<file path="src/rtl/parity_packet_serializer_pkg.sv">
// Shared serializer engine types and width helpers.
// Used by the parity write-back serializers.
package parity_packet_serializer_pkg;

  typedef enum logic [1:0] {
    CNT_EMPTY = 2'd0,
    CNT_ONE   = 2'd1,
    CNT_FULL  = 2'd2
  } cnt_e;

  localparam int W_DEF  = 4;
  localparam int PL_DEF = 2;
  localparam int M_DEF  = 128;

  function automatic int row_w(int m_max);
    return (m_max > 1) ? $clog2(m_max) : 1;
  endfunction

  function automatic int beat_w(int plen);
    return (plen > 1) ? $clog2(plen) : 1;
  endfunction

  // Slot layout at the default geometry.
  typedef struct packed {
    logic [0:W_DEF-1][PL_DEF-1:0] pkt;
    logic [row_w(M_DEF)-1:0]      row;
    logic                         last_row;
    logic                         full;
  } slot_t;

endpackage

</file>
<file path="src/rtl/parity_packet_serializer_if.sv">
// Row-in / beat-out handshake bundle of the
// parity packet serializer.
interface parity_packet_serializer_if
  import parity_packet_serializer_pkg::*;
#(
  parameter int W             = 4,
  parameter int PACKET_LENGTH = 2,
  parameter int ROW_W         = 7,
  parameter int BW            = 1
);

  logic                               in_valid;
  logic                               in_ready;
  logic [ROW_W-1:0]                   in_row;
  logic                               in_last_row;
  logic [0:W-1][PACKET_LENGTH-1:0]    xor_product;
  logic                               out_valid;
  logic                               out_ready;
  logic [W-1:0]                       out_word;
  logic [ROW_W-1:0]                   out_row;
  logic [BW-1:0]                      out_beat;
  logic                               out_last;
  logic                               out_last_row;

  modport master (
    output in_valid, in_row, in_last_row,
    output xor_product, out_ready,
    input  in_ready, out_valid, out_word,
    input  out_row, out_beat, out_last,
    input  out_last_row
  );

  modport slave (
    input  in_valid, in_row, in_last_row,
    input  xor_product, out_ready,
    output in_ready, out_valid, out_word,
    output out_row, out_beat, out_last,
    output out_last_row
  );

endinterface

</file>
<file path="src/rtl/parity_packet_serializer_transpose.sv">
// Picks one bit column out of W packets to
// form a W-bit beat word.
module packet_word_transpose #(
  parameter int W             = 4,
  parameter int PACKET_LENGTH = 2,
  parameter int BW            = 1
) (
  input  logic [0:W-1][PACKET_LENGTH-1:0] pkt,
  input  logic [BW-1:0]                   beat,
  output logic [W-1:0]                    word
);

  if (PACKET_LENGTH == 1) begin : g_single
    logic unused_beat;
    assign unused_beat = ^beat;
    always_comb begin
      word = '0;
      for (int i = 0; i < W; i++)
        word[i] = pkt[i][0];
    end
  end else begin : g_multi
    always_comb begin
      word = '0;
      for (int i = 0; i < W; i++)
        word[i] = pkt[i][beat];
    end
  end

endmodule

</file>
<file path="src/rtl/parity_packet_serializer.sv">
// Ping-pong buffered serializer: one parity row
// in, PACKET_LENGTH word-major beats out.
module parity_packet_serializer
  import parity_packet_serializer_pkg::*;
#(
  parameter int W             = 4,
  parameter int PACKET_LENGTH = 2,
  parameter int M_MAX         = 128
) (
  input logic                       clk,
  input logic                       rst,
  parity_packet_serializer_if.slave bus
);

  localparam int ROW_W = row_w(M_MAX);
  localparam int BW    = beat_w(PACKET_LENGTH);

  typedef struct packed {
    logic [0:W-1][PACKET_LENGTH-1:0] pkt;
    logic [ROW_W-1:0]                row;
    logic                            last_row;
    logic                            full;
  } slot_q_t;

  slot_q_t     slot [2];
  slot_q_t     cur;
  cnt_e        cnt_q, cnt_d;
  logic        wr_ptr, rd_ptr;
  logic [BW-1:0] beat_cnt;
  logic        accept, pop, last_beat, done;
  logic [W-1:0] word;

  assign cur       = slot[rd_ptr];
  assign accept    = bus.in_valid && bus.in_ready;
  assign pop       = cur.full && bus.out_ready;
  assign last_beat = (beat_cnt == BW'(PACKET_LENGTH-1));
  assign done      = pop && last_beat;

  always_ff @(posedge clk or posedge rst) begin
    if (rst)
      cnt_q <= CNT_EMPTY;
    else
      cnt_q <= cnt_d;
  end

  always_comb begin
    cnt_d = cnt_q;
    unique case (1'b1)
      accept && !done:
        cnt_d = (cnt_q == CNT_EMPTY) ? CNT_ONE
                                     : CNT_FULL;
      done && !accept:
        cnt_d = (cnt_q == CNT_FULL) ? CNT_ONE
                                    : CNT_EMPTY;
      default: cnt_d = cnt_q;
    endcase
  end

  // Accept and final pop always hit different slots.
  always_ff @(posedge clk or posedge rst) begin
    if (rst) begin
      for (int i = 0; i < 2; i++)
        slot[i] <= '0;
      wr_ptr   <= 1'b0;
      rd_ptr   <= 1'b0;
      beat_cnt <= '0;
    end else begin
      if (accept) begin
        slot[wr_ptr] <= {bus.xor_product, bus.in_row,
                         bus.in_last_row, 1'b1};
        wr_ptr       <= ~wr_ptr;
      end
      if (pop) begin
        if (last_beat) begin
          beat_cnt          <= '0;
          slot[rd_ptr].full <= 1'b0;
          rd_ptr            <= ~rd_ptr;
        end else begin
          beat_cnt <= beat_cnt + BW'(1);
        end
      end
    end
  end

  packet_word_transpose #(
    .W             (W),
    .PACKET_LENGTH (PACKET_LENGTH),
    .BW            (BW)
  ) u_transpose (
    .pkt  (cur.pkt),
    .beat (beat_cnt),
    .word (word)
  );

  assign bus.in_ready     = (cnt_q != CNT_FULL);
  assign bus.out_valid    = cur.full;
  assign bus.out_word     = cur.full ? word : '0;
  assign bus.out_row      = cur.full ? cur.row : '0;
  assign bus.out_beat     = cur.full ? beat_cnt : '0;
  assign bus.out_last     = cur.full && last_beat;
  assign bus.out_last_row = cur.full && last_beat &&
                            cur.last_row;

endmodule
</file>
<file path="src/flat_wrapper.sv">
// flat-port wrapper written by rule: the top's interface ports become plain ports
module parity_packet_serializer_flat import parity_packet_serializer_pkg::*;
#(
  parameter int W             = 4,
  parameter int PACKET_LENGTH = 2,
  parameter int M_MAX         = 128
)
  (clk, rst, bus_in_valid, bus_in_row, bus_in_last_row, bus_xor_product, bus_out_ready, bus_in_ready, bus_out_valid, bus_out_word, bus_out_row, bus_out_beat, bus_out_last, bus_out_last_row);
  parity_packet_serializer_if #(.W(W), .PACKET_LENGTH(PACKET_LENGTH)) bus_i ();
  input logic clk;
  input logic rst;
  input wire logic [$bits(bus_i.in_valid)-1:0] bus_in_valid;
  input wire logic [$bits(bus_i.in_row)-1:0] bus_in_row;
  input wire logic [$bits(bus_i.in_last_row)-1:0] bus_in_last_row;
  input wire logic [$bits(bus_i.xor_product)-1:0] bus_xor_product;
  input wire logic [$bits(bus_i.out_ready)-1:0] bus_out_ready;
  output wire logic [$bits(bus_i.in_ready)-1:0] bus_in_ready;
  output wire logic [$bits(bus_i.out_valid)-1:0] bus_out_valid;
  output wire logic [$bits(bus_i.out_word)-1:0] bus_out_word;
  output wire logic [$bits(bus_i.out_row)-1:0] bus_out_row;
  output wire logic [$bits(bus_i.out_beat)-1:0] bus_out_beat;
  output wire logic [$bits(bus_i.out_last)-1:0] bus_out_last;
  output wire logic [$bits(bus_i.out_last_row)-1:0] bus_out_last_row;
  assign bus_i.in_valid = bus_in_valid;
  assign bus_i.in_row = bus_in_row;
  assign bus_i.in_last_row = bus_in_last_row;
  assign bus_i.xor_product = bus_xor_product;
  assign bus_i.out_ready = bus_out_ready;
  assign bus_in_ready = bus_i.in_ready;
  assign bus_out_valid = bus_i.out_valid;
  assign bus_out_word = bus_i.out_word;
  assign bus_out_row = bus_i.out_row;
  assign bus_out_beat = bus_i.out_beat;
  assign bus_out_last = bus_i.out_last;
  assign bus_out_last_row = bus_i.out_last_row;
  parity_packet_serializer #(.W(W), .PACKET_LENGTH(PACKET_LENGTH), .M_MAX(M_MAX)) u_core (.clk(clk), .rst(rst), .bus(bus_i));
endmodule
</file>
<file path="config.mk">
export PLATFORM = sky130hd
export DESIGN_NAME = parity_packet_serializer_flat
export DESIGN_NICKNAME = d
export VERILOG_FILES = /design/src/rtl/parity_packet_serializer_pkg.sv /design/src/rtl/parity_packet_serializer_if.sv /design/src/rtl/parity_packet_serializer_transpose.sv /design/src/rtl/parity_packet_serializer.sv /design/src/flat_wrapper.sv
export SDC_FILE = /design/constraint.sdc
export NUM_CORES = 1
export LEC_CHECK = 0
export CORE_UTILIZATION = 56
export DETAILED_ROUTE_END_ITERATION = 10
export DONT_BUFFER_PORTS = 1
export GPL_TIMING_DRIVEN = 0
export PLACE_DENSITY = 0.75
export SYNTH_ARGS = -nofsm -noshare
export SYNTH_HDL_FRONTEND = slang
export SYNTH_SLANG_ARGS = --single-unit
</file>
<file path="constraint.sdc">
create_clock -name clk -period 1.6 [get_ports clk]
set_input_delay 0.24 -clock clk [delete_from_list [all_inputs] [get_ports clk]]
set_output_delay 0.24 -clock clk [all_outputs]
set_load 0.02 [all_outputs]
</file>
After elaboration in Yosys (flattened, before gate mapping)
Index checks and enable logic that the tools add are counted.
- word-level logic and storage cells: 71
- output and inout bits: 16
- register bits after elaboration: 39
- multiplexer cells: 27
- reduce and logical (&&, ||, !) cells: 14
- bitwise operators: 4
- equal/unequal tests: 2
- add/sub/neg operators: 1
- $lt $le $gt $ge: 5
- operator list (kind ; number):
    34-bit two-way mux ; 3
    34-bit bitwise mux ; 2
    17-bit two-way mux ; 4
    17-bit demux with 1-bit select ; 2
    1-bit two-way mux ; 12
    1-bit logical AND ; 9
    7-bit two-way mux ; 1
    2-bit >= comparator, second input constant ; 2
    2-bit by 1-bit less-than comparator with 1-bit output, second input constant ; 2
    4-bit two-way mux ; 1
    1-bit inverter with 2-bit output ; 2
    2-bit one-hot mux with 2 select lines ; 1
    2-bit equality test, second input constant ; 1
    1-bit logical NOT ; 2
    2-bit logical NOT ; 1
    1-bit by 2-bit less-than comparator with 1-bit output, second input constant ; 1
    2-bit two-way mux ; 1
    2-bit != test, second input constant ; 1
    1-bit inverter ; 2
    2-bit AND reduction ; 1
    2-bit nonzero test ; 1
    1-bit adder, second input constant ; 1

Longest topological paths before layout
- depth after elaboration: 10
- depth in mapped cells: 7
- mapped depth without buffers: 6

Hierarchy
A second synthesis with hierarchy kept.
- cells, all modules: 135
- area total of the unflattened synthesis: 1899.3 um^2
- modules (own cells, without submodules) (module ; cells an instance ; times used ; area each (um^2)):
    parity_packet_serializer ; 131 ; 1 ; 1854.3
    packet_word_transpose ; 4 ; 1 ; 45.0

Worst setup path after synthesis
No wires, ideal clock.
- kind: reg-to-output
- start point: register u_core.rd_ptr
- end point: output bus_out_last_row
- path slack: -0.159 ns
- arrival time: 1.519 ns
- buffers on the path: 1
- cell stages (with the launch flop): 6
- cell sequence: dfrtp_1 > buf_6 > mux2i_4 > inv_2 > and2_1 > nor2b_1
- word-level cells in the longest chain between the ends: 6
- ends and longest elaborated chain (element ; line ; source):
    from (decl) ; parity_packet_serializer.sv:28 ; logic wr_ptr, rd_ptr;
    from (signal assigned) ; parity_packet_serializer.sv:77 ; rd_ptr <= ~rd_ptr;
    1-bit inverter with 2-bit output (not written as such) ; parity_packet_serializer.sv:33 ; assign cur = slot[rd_ptr];
    17-bit two-way mux (not written as such) (3 in series) ; parity_packet_serializer.sv:33 ;
    net bus_out_valid ; flat_wrapper.sv:18 ; output wire logic [$bits(bus_i.out_valid)-1:0] bus_out_valid;
    1-bit logical AND (2 in series) ; parity_packet_serializer.sv:101 ; assign bus.out_last_row = cur.full && last_beat &&
    to (decl) ; flat_wrapper.sv:23 ; output wire logic [$bits(bus_i.out_last_row)-1:0] bus_out_last_row;
The timed path passes the listed nets, and every way through them passes these cells. The select of a mux whose other input is x is not followed.

Worst setup path after layout
- start point: register u_core.rd_ptr
- end point: output bus_out_row[4]
- word-level cells in the longest chain between the ends: 5
- ends and longest elaborated chain (element ; line ; source):
    1-bit inverter with 2-bit output (not written as such) ; parity_packet_serializer.sv:33 ;
    17-bit two-way mux (not written as such) (3 in series) ; parity_packet_serializer.sv:33 ;
    7-bit two-way mux ; parity_packet_serializer.sv:98 ; assign bus.out_row = cur.full ? cur.row : '0;
    to (decl) ; flat_wrapper.sv:20 ; output wire logic [$bits(bus_i.out_row)-1:0] bus_out_row;
Every way passes these cells. The select of a mux whose other input is x is not followed.

==> flow_results.org <==
** Synth
- Number of warning messages in the yosys log :: 0
- Synthesis handed over a netlist of 129 instances.
- Mean instance size in the synthesized netlist :: ~15 um2
- Post-Synthesis Net Count :: 150
- Mapped Area :: 0.00190 mm2
- The synthesized design contains 39 register bits.
- Distinct cell type count after synthesis :: 25
- Portion of the post-synthesis area used by sequential elements :: roughly half

** STA
- The final-report hold violation count was 0.
- Across the routed clock network, the largest skew measured is 3.03 ps.
- Final critical path time including I/O delays and setup :: around 1900 ps
- Setup violations remaining at the end of the flow were counted as 16.
- For this run, the top clock speed supported by timing is roughly 530 MHz.
- Measured against its own limit, the worst slew margin works out to 53.3%.
- The max-slew violation total from the final report was 0.
- The final critical path takes up 118% of the cycle.
- At the pin with the least slew margin, the transition time is 699 ps.
- Min setup slack post-route :: -287 ps
- Unrepaired setup endpoints after global routing :: yes

** Worst setup path
- Kind of launch point of the worst setup path :: flop
- Of all nets on the critical path, the largest fanout is 8.
- Reg2Reg Capture Point :: u_core.cnt_q[0]
- Setup slack on the worst reg-to-reg path comes out at -170 ps.
- Start of the worst register-to-register path :: u_core.rd_ptr
- Required time reported for the critical path endpoint :: about 1400 ps
- Crit path arrival time :: between 1500 and 2000 ps
- First element of the critical path :: u_core.rd_ptr
- By startpoint and endpoint, the worst setup path is classified as flop to output pin.
- Measured in cells, the most critical reg-to-reg path has a length of 9.
- Crit end category :: output pin

** Hold path
- Counting instances, the worst hold path has a depth of 1.
- Worst hold start :: bus_out_ready
- Worst Hold Path EP :: u_core.rd_ptr
- The min-delay analysis places its worst path in the category primary input to flop.

** Route
- In the final routed layout, each cell accounts on average for between 15 and 20 um.
- Routed vias :: 1059
- 1st-iter DRT viols :: 32
- For this block, the routed nets add up to 3400 um of wire.
- Post-DR vias/cell :: between 5 and 6
- Residual DRC count :: 0
- Antenna violation net count after detailed routing :: 0
- For this run, the detailed router's first-pass iteration total came to 4.

** Global route
- Number of antenna violations at the first check in global routing :: 0
- Pin count of the biggest net entering global routing :: 25
- Global routing consumed, over all layers together, 21.8% of the routing resources.
- The first global-routing pass estimated 5440 um of wire.
- The number of global-route vias before repair is approximately 1100.
- For this run the aggregate overflow at the end of global routing stands at 0.

** CTS
- The H-tree was split into 2 levels.
- Total clock buffers created by CTS :: 5
- Clock insertion delay at the later pin of the skew report :: 340 ps
- The tree built by TritonCTS fans out to 39 sinks.
- Clock Pin Slew Worst Setup and Hold Paths :: 110 ps
- CTS tree :: yes
- Maximum buffer depth of the clock tree :: 2
- Root Buffer Master :: clkbuf_4

** Pwr
- Power Total :: just over 5 mW
- VDD sags by at most 1.24 mV.
- Summed over all cells, the static leakage comes to 0.998 nW.
- Power spread over the standard cell area amounts to 2370 mW/mm2.

** Layout
- Relative to the synthesized area, the layout overhead comes to 14.0%.
- For this run, the post-layout net count is 165.
- Number of antenna repair diodes :: 0
- Most used cells in the layout excluding fill and tap cells :: dfrtp_1 (39), mux2_4 (19), mux2_2 (13), mux2i_1 (7)
- Finished layout cell area :: 0.00216 mm2
- Commonest non-fill, non-tap cell in the layout :: dfrtp_1
- Of the cells placed in the final design, the portion with a size suffix greater than 1 is between 50% and 60%.

** Place
- Placed cell areas :: 0.00199 mm2
- Number of port buffers :: 0
- Worst setup slack before clock tree synthesis :: -208 ps
- After legalization and detailed placement, the total HPWL measured approximately 2300 um.
- At the end of routability-driven placement, the weighted congestion stood at between 0.7 and 0.8.

** Floorplan
- Die area :: 0.00362 mm2
- Top-level I/O count :: 36
- Chip width :: 60.2 um
- Die Height :: 60.2 um
- The initial utilization of the core area, before any placement, comes to 60.6%.
- The floorplan step defined a core boundary enclosing around 0.0031 mm2.
- Cell row count :: 20

** Flow run
- Max-cap violations in this run came to 0.

** Outcome
- Run status :: finished, violations left
- The checks that failed: setup timing.
## per-layer routing
metal / track usage, % / part of all wire [%]
met1: 26.2 / 41
met2: 36.1 / 53
met3: 5.41 / 4.3
met4: 11.0 / 1.9
met5: 0 / 0
## report_power, final
group          switching, mW  internal [mW]
combinational           1.31           1.48
clock                  0.309          0.171
sequential             0.364           1.49
total                   1.98           3.14
## stage by stage
step	hold WS [ps]	std cells	util [%]	setup TNS, ps
floorplan	370	129	-	0
detailed placement	273	174	63.6	-597
global placement	378	173	62.7	-425
CTS	1.45	185	67.1	-3260
finish	12.0	189	69.2	-3590
global route	3.41	189	69.2	-4840
## final cells by class
class	count	area, um2
flip-flops and latches	39	976
fillers	244	965
multi-input cells	80	907
repair buffers	9	100
plain buffers	6	61.3
well taps	44	55.1
clock buffers	7	45.0
inverters	3	13.8
clock inverters	1	5.00
## cells in the mapped netlist
cell type | count | area share, %
mux2i_4 | 1 | 1.2
buf_4 | 1 | 0.40
a21oi_1 | 2 | 0.53
mux2_4 | 19 | 15
mux4_2 | 4 | 4.7
dfrtp_1 | 39 | 51
inv_2 | 1 | 0.20
buf_2 | 1 | 0.26
nor2b_1 | 1 | 0.33
nor2_1 | 8 | 1.6
mux2_2 | 13 | 7.7
nand2b_1 | 1 | 0.33
nand3_4 | 1 | 0.92
inv_1 | 2 | 0.40
a41oi_1 | 2 | 0.92
clkbuf_1 | 1 | 0.20
o21ai_0 | 3 | 0.79
nand3b_4 | 1 | 1.1
mux2i_1 | 8 | 4.2
and2_1 | 5 | 1.6
buf_6 | 4 | 2.4
xnor2_1 | 3 | 1.4
ha_1 | 1 | 0.66
nand2_1 | 5 | 0.99
a31oi_1 | 2 | 0.66
## how the worst max path moves through the flow
| stage | end | slack, ps | depth (start not counted) |
|---|---|---|---|
| floorplan | bus_out_last | 2 | 5 |
| global placement | bus_out_last | -180 | 5 |
| detailed placement | bus_out_last | -210 | 5 |
| CTS | bus_out_last_row | -300 | 5 |
| global route | bus_out_last_row | -360 | 5 |
| finish | bus_out_row[4] | -290 | 6 |
## logic make-up (layout without fill, tap and decap cells)
| family | after synthesis | count (layout) | share of synthesized area (%) |
|---|---|---|---|
| adders and majority gates | 1 | 1 | 0.660 |
| xor gates and xnor gates | 3 | 3 | 1.39 |
| muxes | 45 | 45 | 32.9 |
| DFF | 39 | 39 | 51.5 |
| buffers and inverters | 10 | 26 | 3.83 |
| AOI/OAI and AO/OA | 9 | 9 | 2.90 |
| and+or+nand+nor | 22 | 22 | 6.86 |
## worst max-delay path, stage by stage, from the launching register on
cell	delay, ps
dfrtp_1	390
buf_6	150
mux2i_4	200
buf_4	150
buf_8	140
buf_4	140
nor2_4	140
## what timing repair did
item,CTS,global route
hold endpoints to repair,15,1
buffers inserted,3,3
resized for setup,14,11
pin swaps,1,3
hold buffers,1,1
endpoints found under the setup margin,17,16
(Power assumes the default switching activity.)
